File: src/rtl/ej32_div.sv
// Sequential signed divider for the eJ32 AU (idiv/irem): radix-2 restoring on
// magnitudes, one quotient bit per cycle, Java truncating quotient and remainder signs.
module ej32_div #(
    parameter int DSZ = 32,
    parameter int CW  = 6
) (
    input  logic           clk,
    input  logic           rst,
    input  logic           start,
    input  logic           abort,
    input  logic [DSZ-1:0] x,
    input  logic [DSZ-1:0] y,
    output logic           busy,
    output logic           done,
    output logic           z,
    output logic [DSZ-1:0] q,
    output logic [DSZ-1:0] r
);

    typedef enum logic [1:0] {
        S_IDLE,
        S_ITER,
        S_FIX,
        S_ZERO
    } state_t;

    state_t         r_state;
    logic [CW-1:0]  r_cnt;
    logic [DSZ-1:0] r_dvd;     // dividend magnitude, becomes the quotient magnitude
    logic [DSZ-1:0] r_dsr;
    logic [DSZ-1:0] r_rem;
    logic [DSZ-1:0] r_x;
    logic [DSZ-1:0] r_y;
    logic           r_sq;
    logic           r_sr;
    logic           r_busy;
    logic           r_done;
    logic           r_z;
    logic [DSZ-1:0] r_q;
    logic [DSZ-1:0] r_r;

    logic [DSZ-1:0] w_ax;
    logic [DSZ-1:0] w_ay;
    logic [DSZ:0]   w_shift;
    logic [DSZ:0]   w_trial;
    logic           w_qbit;
    logic [DSZ-1:0] w_q_fix;
    logic [DSZ-1:0] w_r_fix;

    // |MIN| wraps to MIN, which is exactly 2^(DSZ-1) read as unsigned.
    assign w_ax    = x[DSZ-1] ? -x : x;
    assign w_ay    = y[DSZ-1] ? -y : y;
    // The shifted partial remainder needs one extra bit before the trial subtract.
    assign w_shift = {r_rem, r_dvd[DSZ-1]};
    assign w_trial = w_shift - {1'b0, r_dsr};
    assign w_qbit  = ~w_trial[DSZ];
    assign w_q_fix = r_sq ? -r_dvd : r_dvd;
    assign w_r_fix = r_sr ? -r_rem : r_rem;

    always_ff @(posedge clk) begin
        if (rst) begin
            r_state <= S_IDLE;
            r_cnt   <= '0;
            r_dvd   <= '0;
            r_dsr   <= '0;
            r_rem   <= '0;
            r_x     <= '0;
            r_y     <= '0;
            r_sq    <= 1'b0;
            r_sr    <= 1'b0;
            r_busy  <= 1'b0;
            r_done  <= 1'b0;
            r_z     <= 1'b0;
            r_q     <= '0;
            r_r     <= '0;
        end else begin
            r_done <= 1'b0;
            if (abort && r_state != S_IDLE) begin
                r_state <= S_IDLE;
                r_busy  <= 1'b0;
            end else begin
                case (r_state)
                    S_IDLE: begin
                        if (start && !abort) begin
                            r_dvd   <= w_ax;
                            r_dsr   <= w_ay;
                            r_x     <= x;
                            r_y     <= y;
                            r_sq    <= x[DSZ-1] ^ y[DSZ-1];
                            r_sr    <= x[DSZ-1];
                            r_rem   <= '0;
                            r_cnt   <= CW'(DSZ - 1);
                            r_busy  <= 1'b1;
                            r_state <= (y == '0) ? S_ZERO : S_ITER;
                        end
                    end
                    S_ITER: begin
                        r_rem <= w_qbit ? w_trial[DSZ-1:0] : w_shift[DSZ-1:0];
                        r_dvd <= {r_dvd[DSZ-2:0], w_qbit};
                        if (r_cnt == '0) begin
                            r_state <= S_FIX;
                        end else begin
                            r_cnt <= r_cnt - 1'b1;
                        end
                    end
                    S_FIX: begin
                        r_q     <= w_q_fix;
                        r_r     <= w_r_fix;
                        r_z     <= 1'b0;
                        r_done  <= 1'b1;
                        r_busy  <= 1'b0;
                        r_state <= S_IDLE;
                    end
                    S_ZERO: begin
                        r_q     <= '0;
                        r_r     <= r_x;
                        r_z     <= 1'b1;
                        r_done  <= 1'b1;
                        r_busy  <= 1'b0;
                        r_state <= S_IDLE;
                    end
                    default: begin
                        r_busy  <= 1'b0;
                        r_state <= S_IDLE;
                    end
                endcase
            end
        end
    end

`ifndef SYNTHESIS
    logic [DSZ-1:0] w_chk_sum;
    assign w_chk_sum = w_q_fix * r_y + w_r_fix;

    always_ff @(posedge clk) begin
        if (!rst && !abort && r_state == S_FIX) begin
            assert (w_chk_sum == r_x && r_rem < r_dsr);
        end
    end
`endif

    assign busy = r_busy;
    assign done = r_done;
    assign z    = r_z;
    assign q    = r_q;
    assign r    = r_r;

endmodule

File: config.mk
export PLATFORM = sky130hd
export DESIGN_NAME = ej32_div
export DESIGN_NICKNAME = d
export VERILOG_FILES = /design/src/rtl/ej32_div.sv
export SDC_FILE = /design/constraint.sdc
export NUM_CORES = 1
export LEC_CHECK = 0
export CAP_MARGIN = 0
export CORE_ASPECT_RATIO = 1.5
export CORE_MARGIN = 2
export CORE_UTILIZATION = 40
export CTS_BUF_LIST = sky130_fd_sc_hd__clkbuf_8
export CTS_CLUSTER_DIAMETER = 80
export DETAILED_ROUTE_END_ITERATION = 16
export GPL_TIMING_DRIVEN = 0
export PLACE_DENSITY = 0.72
export SYNTH_ARGS = -nofsm -noshare
export SYNTH_HDL_FRONTEND = slang
export SYNTH_SLANG_ARGS = --single-unit
File: constraint.sdc
create_clock -name clk -period 6.1 [get_ports clk]
set_clock_uncertainty 0.05 [all_clocks]
set_input_delay 0.915 -clock clk [delete_from_list [all_inputs] [get_ports clk]]
set_output_delay 0.915 -clock clk [all_outputs]
set_load 0.02 [all_outputs]
==> results_tabular.tex, run 1 <==
\begin{tabular}{lr}
\hline
Metric & Value \\
\hline
\multicolumn{2}{l}{\textbf{Floorplan}} \\
\quad Std-Cell Rows & 77 \\
\quad Height of the die & 216 um \\
\quad Die Width & 145 um \\
\quad Core region area & 29,500 sq um \\
\quad Initial Utilization & 40.7\% \\
\quad Full die area & 31,500 sq um \\
\quad Number of top-level pins & 135 \\
\multicolumn{2}{l}{\textbf{Synthesis}} \\
\quad Portion of the post-synthesis area used by sequential elements & 34.0\% \\
\quad Net count of the mapped netlist & 1,647 \\
\quad Proportion of netlist area held by the largest area contributor & 34.0\% \\
\quad Count of cell types in the netlist & 57 \\
\quad Number of synthesis warnings & 0 \\
\quad FFs w/ async S/R, synth & 0\% \\
\quad Post-synthesis cell type with the largest combined area & dfxtp\_1 \\
\quad EDFF count, synth & 0 \\
\quad Synthesized instance count & 1,540 \\
\quad Most used flip-flop cell after synthesis & dfxtp\_1 \\
\quad Post-synthesis register bit count & 204 \\
\quad Post-synthesis average cell area & 7.80 sq um \\
\quad Leading cell types by total area after synthesis & dfxtp\_1 34\%, xor2\_1 6.6\%, a21oi\_1 5.6\%, nand2\_1 5.5\%, nor2\_1 5.3\% \\
\quad Cell Area, Synth & 12,000 sq um \\
\multicolumn{2}{l}{\textbf{Critical path}} \\
\quad CP Data Arrival Time & 5260 ps \\
\quad Number of cells on the worst reg-to-reg path & 14 \\
\quad Critical-path top delay cell & xnor2\_1 \\
\quad Crit-path max FO & 10 \\
\quad Capturing point of the worst reg2reg path & r\_rem[19] \\
\quad Worst setup path category & reg2reg \\
\quad Crit path cell chain & inv\_1, ha\_1, fa\_1, nand2b\_1, a211oi\_1, o2111ai\_1, a21oi\_1, o21bai\_1, a21oi\_1, o221ai\_1, xnor2\_1, clkbuf\_1, mux2i\_1, o32ai\_1 \\
\quad Element type at the critical path start & flop \\
\quad Setup slack of the worst register-to-register path & 1180 ps \\
\quad Top cell by count, worst path & a21oi\_1 \\
\quad Origin of the critical flop-to-flop path & r\_dvd[31] \\
\quad Required time at the worst-slack endpoint & 6440 ps \\
\quad Worst Setup End Kind & flop \\
\quad Largest stage delay on the critical path & 870 ps \\
\multicolumn{2}{l}{\textbf{CTS}} \\
\quad H-tree levels & 2 \\
\quad Hold-fix buffer count after cts & 0 \\
\quad Setup Fix Bufs, Post-CTS & 0 \\
\quad CTS tree & yes \\
\quad Total CTS buffers & 34 \\
\quad Clk Tree Root Cell & clkbuf\_8 \\
\quad Post-cts repair resize count & 0 \\
\quad Deepest clock path buffer count & 3 \\
\quad Clock edge transition at the registers on the reported setup and hold paths & 60 ps \\
\quad Clock latency of the later-clocked register in the worst-skew pair & 540 ps \\
\quad CTS sink cnt & 204 \\
\multicolumn{2}{l}{\textbf{Global route}} \\
\quad Number of global-route vias before repair & 11,500 \\
\quad Antenna violations before repair & 0 \\
\quad Pin count of the biggest net entering global routing & 11 \\
\quad Wire length of the first global-routing pass & 60,600 um \\
\quad GRT Residual Overflow & 0 \\
\quad Overall Global Routing Usage & 24.3\% \\
\multicolumn{2}{l}{\textbf{Power}} \\
\quad Static Leak & 5.36 nW \\
\quad Highest ir drop seen on vdd & 0.000105 V \\
\quad Areal power density over the cells & 226 nW/um\^{}2 \\
\multicolumn{2}{l}{\textbf{Finish}} \\
\quad Signed area change from the synthesized netlist to the final layout & 21.0\% \\
\quad Number of nets in the layout & 1,816 \\
\quad Most common library cell in the layout ignoring fill and taps & dfxtp\_1 \\
\quad Post-route standard cell area excluding fillers & 14,500 sq um \\
\quad Fraction of final layout cells sized beyond drive strength 1 & 3.46\% \\
\quad Commonest cells after routing, fill and taps aside & 204 x dfxtp\_1, 177 x nand2\_1, 169 x nor2\_1, 134 x a21oi\_1, 133 x clkdlybuf4s50\_1 \\
\multicolumn{2}{l}{\textbf{Flow run}} \\
\quad Reported max-cap violation count & 0 \\
\multicolumn{2}{l}{\textbf{Detailed routing}} \\
\quad Drt initial violations & 691 \\
\quad Routed length per placed instance & 18.3 um \\
\quad Remaining DRCs & 0 \\
\quad Vias per inst & 5.51 \\
\quad Antenna-violating nets left & 0 \\
\quad Final Routed Wirelength & 39,000 um \\
\quad DR pass1 iterations & 5 \\
\quad Total via count after detailed routing & 11,700 \\
\multicolumn{2}{l}{\textbf{Status}} \\
\quad Result of the run & finished clean \\
\multicolumn{2}{l}{\textbf{Timing}} \\
\quad Transition time at the pin with the least slew margin & 1080 ps \\
\quad Peak clock frequency supported by timing & 203 MHz \\
\quad Unrepaired setup endpoints after global routing & false \\
\quad Hold Vio Cnt, Final & 0 \\
\quad Headroom to the max-slew limit & 27.6\% \\
\quad \# setup viols final & 0 \\
\quad Final max-slew violation count & 0 \\
\quad Setup tns final & 0 ps \\
\quad Minimum period implied by the final worst setup slack & 4930 ps \\
\quad Final period utilization & 80.7\% \\
\multicolumn{2}{l}{\textbf{Hold path}} \\
\quad Path category of the worst min-delay check & reg2reg \\
\quad Hold Startpoint & r[6] \\
\quad Cell depth of the worst min-delay path & 2 \\
\quad Worst-case hold path end point & r[6] \\
\multicolumn{2}{l}{\textbf{Placement}} \\
\quad Placed standard-cell area & 13,800 sq um \\
\quad Port bufs & 133 \\
\quad Half-perimeter wire length of the detailed placement result & 31,200 um \\
\quad RD Place Congestion & 0.928 \\
\hline
\end{tabular}
## routing by layer
layer | global-route usage [%] | vias to the layer above | share of wire, %
li1 | - | 5795 | -
met1 | 25.4 | 5426 | 38
met2 | 45.0 | 373 | 50
met3 | 3.09 | 132 | 4.1
met4 | 16.4 | 0 | 7.3
met5 | 0 | - | 0
## sequential cells by signal, summed over array words and instances (netlist names)
| name | count |
|---|---|
| done | 1 |
| busy | 1 |
| r_dsr | 32 |
| r_x | 32 |
| r_rem | 32 |
| r_sq | 1 |
| z | 1 |
| r_cnt | 6 |
| q | 32 |
| r_dvd | 32 |
| r | 32 |
| r_state | 2 |
## where the power goes
part | internal (W) | total [W] | switching (W) | leakage (nW)
clock | 0.000681 | 0.00124 | 0.000555 | 0.406
sequential | 0.00138 | 0.00144 | 0.0000520 | 1.66
combinational | 0.000240 | 0.000607 | 0.000367 | 3.30
## stage by stage
stage | total power [W] | util, % | instances | setup slack [ps] | hold slack (ps)
final | 0.00328 | 49.3 | 2129 | 1180 | 410
after global routing | 0.00342 | 49.3 | 2128 | 1000 | 431
after CTS | 0.00329 | 49.3 | 2128 | 1170 | 411
after detailed placement | 0.00206 | 46.9 | 2068 | 1150 | 401
after global placement | 0.00205 | 46.9 | 2068 | 1250 | 392
after floorplan | 0.00185 | - | 1540 | 2390 | 386
## layout make-up
cell class / instances / area, sq um
tap: 395 / 494
multi-input combinational: 1149 / 7220
inverter: 83 / 312
timing repair buffer: 133 / 1330
clock inverter: 13 / 50.0
sequential: 204 / 4080
antenna: 1 / 2.50
fill: 2960 / 14900
buffer: 104 / 393
clock buffer: 47 / 647
## worst max-delay path by stage
stage,start,end,slack [ps],cells past startpoint
4_1_cts,r_dvd[31],r_rem[19],1170,14
3_3_place_gp,y[2],r_dsr[30],1250,11
2_1_floorplan,y[2],r_dsr[30],2390,10
6_report,r_dvd[31],r_rem[19],1180,14
3_5_place_dp,y[2],r_dsr[30],1150,11
5_1_grt,r_dvd[31],r_dvd[0],1000,14
## worst max-delay path: cells and delay by family (launching register included)
family                   cells  cell delay, ps
multiplexers                 1             280
AND/OR/NAND/NOR              1             190
flip-flops                   1             350
AO/OA/AOI/OAI                7            1630
XOR/XNOR                     1             870
buffers and inverters        2             760
adder cells (fa/ha/maj)      2             640
## synth_stat cells (3+ instances only)
cell      instances
dfxtp_1         204
nand2_1         177
o41ai_1          15
or4_1            17
a221oi_1         33
nor4_1            8
xnor2_1          60
a22oi_1          28
nand4_1          10
nand3_1          20
o31ai_1          35
nor3_1           18
ha_1             38
and3_1            4
a211oi_1         58
nor2_1          169
or4_4             4
o21a_1            6
inv_1            83
a21boi_0          3
nand3b_1          4
o21bai_1          9
nand2b_1         11
o21ai_0          80
o211ai_1          3
a21oi_1         134
or3_1            15
xor2_1           90
buf_1             6
a31oi_1           7
a21o_1           14
a22o_1            8
clkbuf_1         96
mux2i_1          33
nor2b_1           9
## logic make-up (layout without fill, tap and decap cells)
| logic type | count (synthesis) | in the layout | share of synthesized area, % |
|---|---|---|---|
| multiplexers | 33 | 33 | 2.75 |
| flip-flops | 204 | 204 | 34.0 |
| adder cells (fa/ha/maj) | 39 | 39 | 4.13 |
| other | 0 | 1 | 0 |
| buffers and inverters | 187 | 380 | 5.87 |
| AND/OR/NAND/NOR | 476 | 476 | 17.7 |
| XOR/XNOR | 150 | 150 | 10.9 |
| AO/OA/AOI/OAI | 451 | 451 | 24.6 |
Power figures use the tool's default switching activity.
==> run 2, diff against run 1 <==
--- a/config.mk
+++ b/config.mk
@@ -13,7 +13,7 @@
 export CTS_CLUSTER_DIAMETER = 80
 export DETAILED_ROUTE_END_ITERATION = 16
 export GPL_TIMING_DRIVEN = 0
-export PLACE_DENSITY = 0.72
+export PLACE_DENSITY = 0.74
 export SYNTH_ARGS = -nofsm -noshare
 export SYNTH_HDL_FRONTEND = slang
 export SYNTH_SLANG_ARGS = --single-unit
==> constraint.sdc (replaced) <==
create_clock -name clk -period 4.51 [get_ports clk]
set_clock_uncertainty 0.05 [all_clocks]
set_input_delay 0.6765 -clock clk [delete_from_list [all_inputs] [get_ports clk]]
set_output_delay 0.6765 -clock clk [all_outputs]
set_load 0.02 [all_outputs]
==> run 2 against run 1 <==
Compared with the run above: routed wire length is 1.3% higher; maximum frequency grew 15%; sequential power is 35% higher; largest power group unchanged; critical endpoint is now r_rem[5]; register-to-register slack got worse by 960 ps; worst hold slack lost 3.8 ps; power grew 37%.
==> results_tabular.tex, run 2 (same netlist as run 1, synthesis figures left out) <==
\begin{tabular}{lr}
\hline
Metric & Value \\
\hline
\multicolumn{2}{l}{\textbf{Critical path}} \\
\quad Required time at the worst-slack endpoint & 4920 ps \\
\quad Number of cells on the worst reg-to-reg path & 14 \\
\quad Origin of the critical flop-to-flop path & r\_dvd[31] \\
\quad Worst Setup End Kind & flop \\
\quad Worst setup path category & reg2reg \\
\quad Crit-path max FO & 10 \\
\quad Element type at the critical path start & flop \\
\quad Capturing point of the worst reg2reg path & r\_rem[5] \\
\quad CP Data Arrival Time & 4700 ps \\
\quad Setup slack of the worst register-to-register path & 220 ps \\
\multicolumn{2}{l}{\textbf{Placement}} \\
\quad Port bufs & 133 \\
\quad RD Place Congestion & 0.975 \\
\quad Total instance count after detailed placement & 2,068 \\
\quad Half-perimeter wire length of the detailed placement result & 31,800 um \\
\multicolumn{2}{l}{\textbf{CTS}} \\
\quad Deepest clock path buffer count & 3 \\
\quad Clk Tree Root Cell & clkbuf\_8 \\
\quad Total CTS buffers & 31 \\
\quad H-tree levels & 1 \\
\quad CTS tree & yes \\
\quad CTS sink cnt & 204 \\
\quad Clock latency of the later-clocked register in the worst-skew pair & 590 ps \\
\quad Clock edge transition at the registers on the reported setup and hold paths & 70 ps \\
\multicolumn{2}{l}{\textbf{Timing}} \\
\quad Peak clock frequency supported by timing & 233 MHz \\
\quad Headroom to the max-slew limit & 29.3\% \\
\quad Setup tns final & 0 ps \\
\quad \# setup viols final & 0 \\
\quad Transition time at the pin with the least slew margin & 1060 ps \\
\quad Final max-slew violation count & 0 \\
\quad Minimum period implied by the final worst setup slack & 4290 ps \\
\quad Hold Vio Cnt, Final & 0 \\
\quad Final period utilization & 95.2\% \\
\multicolumn{2}{l}{\textbf{Detailed routing}} \\
\quad DR pass1 iterations & 6 \\
\quad Antenna-violating nets left & 0 \\
\quad Vias per inst & 5.51 \\
\quad Remaining DRCs & 0 \\
\quad Total via count after detailed routing & 11,700 \\
\quad Routed length per placed instance & 18.6 um \\
\quad Drt initial violations & 737 \\
\quad Final Routed Wirelength & 39,500 um \\
\multicolumn{2}{l}{\textbf{Status}} \\
\quad Result of the run & finished clean \\
\multicolumn{2}{l}{\textbf{Finish}} \\
\quad Signed area change from the synthesized netlist to the final layout & 21.3\% \\
\quad Antenna cells & 0 \\
\quad Fraction of final layout cells sized beyond drive strength 1 & 3.87\% \\
\quad Commonest cells after routing, fill and taps aside & 204 x dfxtp\_1, 177 x nand2\_1, 169 x nor2\_1, 134 x a21oi\_1, 133 x clkdlybuf4s50\_1 \\
\quad Number of nets in the layout & 1,816 \\
\quad Most common library cell in the layout ignoring fill and taps & dfxtp\_1 \\
\quad Number of non-filler instances in the completed layout & 2,127 \\
\multicolumn{2}{l}{\textbf{Hold path}} \\
\quad Hold Startpoint & z \\
\quad Path category of the worst min-delay check & reg2reg \\
\quad Cell depth of the worst min-delay path & 2 \\
\quad Worst-case hold path end point & z \\
\multicolumn{2}{l}{\textbf{Floorplan}} \\
\quad Die Width & 145 um \\
\quad Full die area & 31,500 sq um \\
\quad Std-Cell Rows & 77 \\
\quad Core region area & 29,500 sq um \\
\quad Initial Utilization & 40.7\% \\
\quad Height of the die & 216 um \\
\quad Number of top-level pins & 135 \\
\multicolumn{2}{l}{\textbf{Global route}} \\
\quad Number of global-route vias before repair & 11,400 \\
\quad Overall Global Routing Usage & 24.6\% \\
\quad Antenna violations before repair & 0 \\
\quad Pin count of the biggest net entering global routing & 15 \\
\quad Wire length of the first global-routing pass & 61,100 um \\
\quad GRT Residual Overflow & 0 \\
\multicolumn{2}{l}{\textbf{Power}} \\
\quad Total chip power & 0.00448 W \\
\quad Static Leak & 5.36 nW \\
\quad Areal power density over the cells & 308 nW/um\^{}2 \\
\quad Highest ir drop seen on vdd & 0.000208 V \\
\multicolumn{2}{l}{\textbf{Flow run}} \\
\quad Reported max-cap violation count & 0 \\
\hline
\end{tabular}
==> run 2: changes by cell type in the layout (fill, tap and decap cells not counted), moves of 3 or more <==
cell / change
clkbuf_8: -12
inv_1: -6
clkinv_2: +5
bufinv_16: +4
buf_4: +3
clkinvlp_4: +3
==> run 2: metrics by stage <==
stage / utilization [%] / area (sq um) / hold WS [ps] / setup WS, ps
5_1_grt: 49.4 / 14600 / 429 / -17.4
3_5_place_dp: 46.9 / 13800 / 398 / -362
3_3_place_gp: 46.9 / 13800 / 393 / -307
2_1_floorplan: - / 12000 / 386 / 962
6_report: 49.4 / 14600 / 406 / 218
4_1_cts: 49.3 / 14500 / 410 / 139
==> run 2: area by class of cell <==
type,instances,area (sq um)
repair buffers,136,1350
flip-flops and latches,204,4080
fillers,2973,14900
multi-input cells,1149,7240
clock buffers,35,482
inverters,83,312
well taps,395,494
plain buffers,104,394
clock inverters,21,213
==> run 2: worst max-delay path by stage <==
stage / start / endpoint / slack (ps) / cells after the start
after global placement: r_dvd[31] / r_rem[19] / -310 / 14
after global routing: r_dvd[31] / r_rem[30] / -20 / 14
final: r_dvd[31] / r_rem[5] / 220 / 14
after CTS: r_dvd[31] / r_rem[5] / 140 / 14
after detailed placement: r_dvd[31] / r_rem[19] / -360 / 14
after floorplan: r_dvd[31] / r_rem[19] / 960 / 14
==> run 2: worst max-delay path, stage by stage, from the launching register on <==
cell,delay (ps)
dfxtp_1,350
inv_1,120
ha_1,260
fa_1,380
nand2b_1,190
a211oi_1,380
o2111ai_1,230
a21oi_1,320
o21bai_1,170
a21oi_1,230
o221ai_1,300
xnor2_4,420
buf_2,410
mux2i_1,240
o21ai_0,80
==> run 2: power breakdown <==
| group | switching [W] | total, W | internal (W) |
|---|---|---|---|
| clock | 0.000768 | 0.00172 | 0.000949 |
| sequential | 0.0000694 | 0.00194 | 0.00187 |
| combinational | 0.000498 | 0.000826 | 0.000327 |
| total | 0.00134 | 0.00448 | 0.00315 |
==> run 2: per-layer routing <==
metal | part of all wire [%] | global-route usage, % | wire [um] | vias to the layer above
met5 | 0 | 0 | 0 | -
met4 | 7.9 | 17.9 | 3120 | 0
met3 | 4.5 | 2.82 | 1790 | 132
met2 | 50 | 45.1 | 19900 | 378
met1 | 37 | 25.8 | 14700 | 5407
li1 | - | - | - | 5800
==> run 2: timing repair <==
action	in CTS	in global routing
hold buffers	0	0
pin swaps	0	1
endpoints found under the setup margin	29	29
resized for setup	2	2
buffers inserted	0	3
